[config.mk]
export PLATFORM = sky130hd
export DESIGN_NAME = fetch_unit
export DESIGN_NICKNAME = d
export VERILOG_FILES = /design/src/rtl/fetch_unit.sv
export SDC_FILE = /design/constraint.sdc
export NUM_CORES = 1
export LEC_CHECK = 0
export ABC_AREA = 0
export ABC_CLOCK_PERIOD_IN_PS = 3220
export CELL_PAD_IN_SITES_DETAIL_PLACEMENT = 0
export CELL_PAD_IN_SITES_GLOBAL_PLACEMENT = 2
export CORE_ASPECT_RATIO = 2
export CORE_UTILIZATION = 30
export DETAILED_ROUTE_END_ITERATION = 10
export PLACE_DENSITY = 0.89
export SYNTH_ARGS = -nofsm -noshare
export SYNTH_HDL_FRONTEND = slang
export SYNTH_SLANG_ARGS = --single-unit
[constraint.sdc]
create_clock -name clk_i -period 3.22 [get_ports clk_i]
set_input_delay 0.644 -clock clk_i [delete_from_list [all_inputs] [get_ports clk_i]]
set_output_delay 0.644 -clock clk_i [all_outputs]
set_load 0.005 [all_outputs]
[src/rtl/fetch_unit.sv]
// fetch_unit: IF stage with req/ack imem interface, one-word skid buffer and IF/ID register.
// Stale words from a redirected request are dropped; bubbles fill IF/ID while imem is slow.
module fetch_unit #(
    parameter logic [31:0] RESET_PC = 32'h0000_0000
) (
    input  logic        clk_i,
    input  logic        rst_i,
    input  logic        stall_f_i,
    input  logic        stall_d_i,
    input  logic        redirect_i,
    input  logic [31:0] redirect_pc_i,
    output logic        imem_req_o,
    output logic [31:0] imem_addr_o,
    input  logic        imem_ack_i,
    input  logic [31:0] imem_rdata_i,
    output logic [31:0] pc_f_o,
    output logic [31:0] instr_d_o,
    output logic [31:0] pc_plus_4_d_o,
    output logic        valid_d_o
);
    typedef enum logic [1:0] {S_REQ, S_HOLD, S_DROP} state_t;

    state_t      state_q, state_d;
    logic [31:0] pc_f_q, pc_f_d;
    logic [31:0] req_addr_q, req_addr_d;
    logic [31:0] skid_instr_q, skid_instr_d;
    logic [31:0] skid_pc4_q, skid_pc4_d;
    logic [31:0] instr_d_q, instr_d_d;
    logic [31:0] pc4_d_q, pc4_d_d;
    logic        valid_d_q, valid_d_d;
    logic        go, redir, xfer, deliver;
    logic [31:0] del_instr, del_pc4, pc_inc;

    assign go     = !stall_f_i && !stall_d_i;
    assign redir  = redirect_i && go;
    assign xfer   = imem_req_o && imem_ack_i;
    assign pc_inc = pc_f_q + 32'd4;

    always_ff @(posedge clk_i) begin
        if (rst_i) state_q <= S_REQ;
        else       state_q <= state_d;
    end

    always_comb begin
        state_d = state_q;
        case (state_q)
            S_REQ:   state_d = (redir && !xfer) ? S_DROP : (!go && xfer) ? S_HOLD : S_REQ;
            S_HOLD:  state_d = go ? S_REQ : S_HOLD;
            S_DROP:  state_d = xfer ? S_REQ : S_DROP;
            default: state_d = S_REQ;
        endcase
    end

    always_comb begin
        imem_req_o = (state_q == S_REQ || state_q == S_DROP) && !rst_i;
    end

    always_comb begin
        pc_f_d       = pc_f_q;
        req_addr_d   = req_addr_q;
        skid_instr_d = skid_instr_q;
        skid_pc4_d   = skid_pc4_q;
        deliver      = 1'b0;
        del_instr    = imem_rdata_i;
        del_pc4      = pc_inc;
        case (state_q)
            S_REQ: begin
                if (redir) begin
                    pc_f_d     = redirect_pc_i;
                    req_addr_d = xfer ? redirect_pc_i : req_addr_q;
                end else if (xfer && go) begin
                    deliver    = 1'b1;
                    pc_f_d     = pc_inc;
                    req_addr_d = pc_inc;
                end else if (xfer) begin
                    skid_instr_d = imem_rdata_i;
                    skid_pc4_d   = pc_inc;
                end
            end
            S_HOLD: begin
                if (redir) begin
                    pc_f_d     = redirect_pc_i;
                    req_addr_d = redirect_pc_i;
                end else if (go) begin
                    deliver    = 1'b1;
                    del_instr  = skid_instr_q;
                    del_pc4    = skid_pc4_q;
                    pc_f_d     = pc_inc;
                    req_addr_d = pc_inc;
                end
            end
            S_DROP: begin
                // A redirect landing with the stale ack wins: re-request the newest target.
                pc_f_d     = redir ? redirect_pc_i : pc_f_q;
                req_addr_d = xfer ? pc_f_d : req_addr_q;
            end
            default: ;
        endcase
    end

    always_comb begin
        instr_d_d = stall_d_i ? instr_d_q : deliver ? del_instr : 32'h0;
        pc4_d_d   = stall_d_i ? pc4_d_q   : deliver ? del_pc4   : 32'h0;
        valid_d_d = stall_d_i ? valid_d_q : deliver;
    end

    always_ff @(posedge clk_i) begin
        if (rst_i) begin
            pc_f_q       <= RESET_PC;
            req_addr_q   <= RESET_PC;
            skid_instr_q <= 32'h0;
            skid_pc4_q   <= 32'h0;
            instr_d_q    <= 32'h0;
            pc4_d_q      <= 32'h0;
            valid_d_q    <= 1'b0;
        end else begin
            pc_f_q       <= pc_f_d;
            req_addr_q   <= req_addr_d;
            skid_instr_q <= skid_instr_d;
            skid_pc4_q   <= skid_pc4_d;
            instr_d_q    <= instr_d_d;
            pc4_d_q      <= pc4_d_d;
            valid_d_q    <= valid_d_d;
        end
    end

    assign imem_addr_o   = req_addr_q;
    assign pc_f_o        = pc_f_q;
    assign instr_d_o     = instr_d_q;
    assign pc_plus_4_d_o = pc4_d_q;
    assign valid_d_o     = valid_d_q;
endmodule
==> flow_summary_export.csv <==
group,metric,value,unit
worst_setup_path,crit_slowest_cell,"or4_1",
synthesis,synth_edf_count,0,
timing,tns,0,ns
drt,via_count,8659,
synthesis,yosysMostFrequentCell,"dfxtp_1",
pwr,p_switching,1.40,mW
synthesis,synth_top_area_cell,"dfxtp_1",
layout,fin_nets,1312,
pwr,power,5.18,mW
clock_tree,clk_pin_slew,0.08,ns
synthesis,ys.flop_type,"dfxtp_1",
placed_design,portBuffers,199,
synthesis,yosysWarnings,0,
drt,drt_wl_total,32400,um
clock_tree,h-tree-depth,4,
worst_setup_path,startpoint,"pc_f_o[10]",
timing,report.final.slew_viol_count,0,
outcome,outcome,"complete, no violations",
worst_setup_path,reg2reg_slack,0.60,ns
synthesis,synthDistinctLibCells,71,
timing,rsz0062_at_grt,"false",
synthesis,syn_inst,1093,
placed_design,placedCellCount,1590,
timing,fin_crit,2.62,ns
worst_setup_path,criticalPathCategory,"flip-flop to flip-flop",
worst_setup_path,cp.arrival,2.98,ns
floorplan,pin_count,200,
timing,hold_violations,0,
global_route,grt_first_pass_wirelength,50200,um
clock_tree,cts.sinks,195,
placed_design,routabilityCongestion,0.905,
worst_setup_path,crit_required,3.58,ns
drt,final_antenna_net_count,0,
drt,via_per_inst,5.33,
floorplan,coreArea,30200,um2
worst_setup_path,setup.worst_path.end,"imem_addr_o[20]",
floorplan,start_util,30.5,%
layout,final_cells,1624,
floorplan,dieArea,31400,um2
synthesis,synth_top_area_share,42.4,%
pwr,p_sw_share,27.1,%
clock_tree,cts_buffers,17,
worst_setup_path,crit_path_cell_trace,"nand4_1 > or4_1 > or4_1 > a31o_2 > o31ai_2",
worst_setup_path,reg2reg_depth,5,
worst_setup_path,path_delay_family,"simple AND/OR/NAND/NOR gates",
floorplan,fp.dieH,250,um
clock_tree,cts_root_buf,"clkbuf_16",
drt,wl_per_cell,20.0,um
pwr,p_leak,4.26,nW
timing,slew_headroom,49.1,%
timing,finalSetupViolations,0,
synthesis,syn_avg_cell_area,8.42,um2
placed_design,hpwl,23900,um
drt,drcViolationCount,0,
pwr,p_clk_share,39.5,%
timing,period_share,81.3,%
timing,clock_skew,0.0103,ns
floorplan,die_w,126,um
worst_setup_path,worst-path-buf-inv,0,
worst_setup_path,crit_path_max_fanout,8,
global_route,antenna_found_initial,2,
synthesis,synth.cells.most_frequent,"dfxtp_1, nand2_1, nor2_1",
synthesis,ys_seq_area_share,42.4,%
clock_tree,hold_buffers,0,
timing,tightest_slew,0.763,ns
global_route,grt-ovfl-total,0,
synthesis,synth-seq-cells,195,
drt,drt_iter0_drc,502,
layout,drive_gt1_share,7.66,%
global_route,grt_pass1_vias,8506,
pwr,p_seq_share,49.2,%
worst_setup_path,timing.rr.end,"imem_addr_o[20]",
synthesis,synth_area,9200,um2
timing,fmax,382,MHz
clock_tree,cts_tree,"done",
pwr,internal_power,3.77,mW
worst_setup_path,critPathMaxStageDelay,0.64,ns
min_path,min_path_cells,2,
synthesis,synthArstFlopShare,0,%
clock_tree,clock_path_buffers,2,
pwr,combPwrFrac,11.3,%
global_route,grt_max_degree,72,
worst_setup_path,crit_path_frequent_cell,"or4_1",
clock_tree,cts_resized,0,
synthesis,synth.area.top_cells,"dfxtp_1, nand2_1, nor2_1",
synthesis,syn_nets,1164,
clock_tree,clk_latency,0.45,ns
worst_setup_path,rr_startpoint,"pc_f_o[10]",
layout,design_area,12100,um2
clock_tree,post-cts-setup-buffers,0,
drt,first_pass_iters,5,
layout,syn_to_final_growth,31.3,%
global_route,grt_use_total,21.1,%
run,drv_cap,0,
placed_design,place_area,11500,um2
pwr,ir_drop,0.000329,V
worst_setup_path,worstSetupStartpointType,"flip-flop",
floorplan,rows,90,
pwr,power_density,428,nW/um2
worst_setup_path,crit_cells,5,
worst_setup_path,end_kind,"flip-flop",
min_path,worst_hold_path_type,"flip-flop to flip-flop",
## cells in the final DEF, fill, tap and decap left out, drive strengths merged, types with 23 or more instances in the layout
| cell | count |
|---|---|
| a21oi | 70 |
| dfxtp | 195 |
| mux2i | 45 |
| a2bb2oi | 35 |
| xor2 | 23 |
| buf | 43 |
| nand2 | 129 |
| o21ai | 28 |
| a211oi | 35 |
| nand3 | 27 |
| nor2 | 127 |
| o22ai | 30 |
| clkdlybuf4s50 | 197 |
## state kept, by name, indices dropped and copies added (netlist names)
name and count:
pc_f_o 32, pc_plus_4_d_o 32, skid_pc4_q 32, instr_d_o 32, state_q 2, valid_d_o 1, skid_instr_q 32, imem_addr_o 32
## routing by layer
| metal | global-route usage, % | wire (um) | part of all wire [%] | vias to the layer above |
|---|---|---|---|---|
| li1 | - | - | - | 4221 |
| met1 | 20.8 | 11400 | 35 | 4136 |
| met2 | 40.3 | 17900 | 55 | 247 |
| met3 | 4.37 | 1640 | 5.1 | 55 |
| met4 | 11.8 | 1480 | 4.5 | 0 |
| met5 | 0 | 0 | 0 | - |
## power groups by stage
stage | clock network [mW] | logic (mW) | registers [mW]
after global placement | 0 | 0.588 | 2.60
after CTS | 2.12 | 0.594 | 2.54
final | 2.04 | 0.586 | 2.54
after detailed placement | 0 | 0.593 | 2.60
after global routing | 2.20 | 0.639 | 2.55
after floorplan | 0 | 0.321 | 2.58
## layout make-up
cell class	instances	area [um2]
fill	3082	18100
tap	368	460
multi-input combinational	780	4790
clock inverter	14	123
clock buffer	18	429
sequential	195	3900
inverter	7	26.3
antenna	2	5.00
timing repair buffer	240	2350
## how the worst min path moves through the flow
stage	startpoint	to	slack, ns
after floorplan	skid_instr_q[0]	skid_instr_q[0]	0.44
after global placement	pc_plus_4_d_o[17]	pc_plus_4_d_o[17]	0.44
after detailed placement	skid_instr_q[8]	skid_instr_q[8]	0.45
after CTS	skid_instr_q[26]	skid_instr_q[26]	0.46
after global routing	skid_instr_q[8]	skid_instr_q[8]	0.48
final	skid_instr_q[27]	skid_instr_q[27]	0.46
## cells by family (layout without fill, tap and decap cells)
kind of cell / count (synthesis) / count (layout) / synth area share (%)
flops: 195 / 195 / 42.4
buf+inv: 118 / 279 / 6.09
fa+ha+maj: 1 / 1 / 0.136
xor+xnor: 44 / 44 / 4.19
compound gates: 289 / 289 / 21.6
mux: 45 / 45 / 4.89
other cells: 0 / 2 / 0
simple gates: 401 / 401 / 20.7
## through the flow
step,setup WS [ns],utilization [%],hold WS [ns]
floorplan,0.862,-,0.436
global placement,0.419,38.2,0.440
detailed placement,0.387,38.2,0.449
CTS,0.590,40.0,0.460
global route,0.447,40.0,0.477
finish,0.601,40.0,0.456
## worst reg2reg max path, stage by stage, from the launching register on
cell,delay (ns)
dfxtp_1,0.62
nand4_1,0.36
or4_1,0.64
or4_1,0.44
a31o_2,0.27
o31ai_2,0.21
No activity file was read; power rests on OpenSTA's default activity.
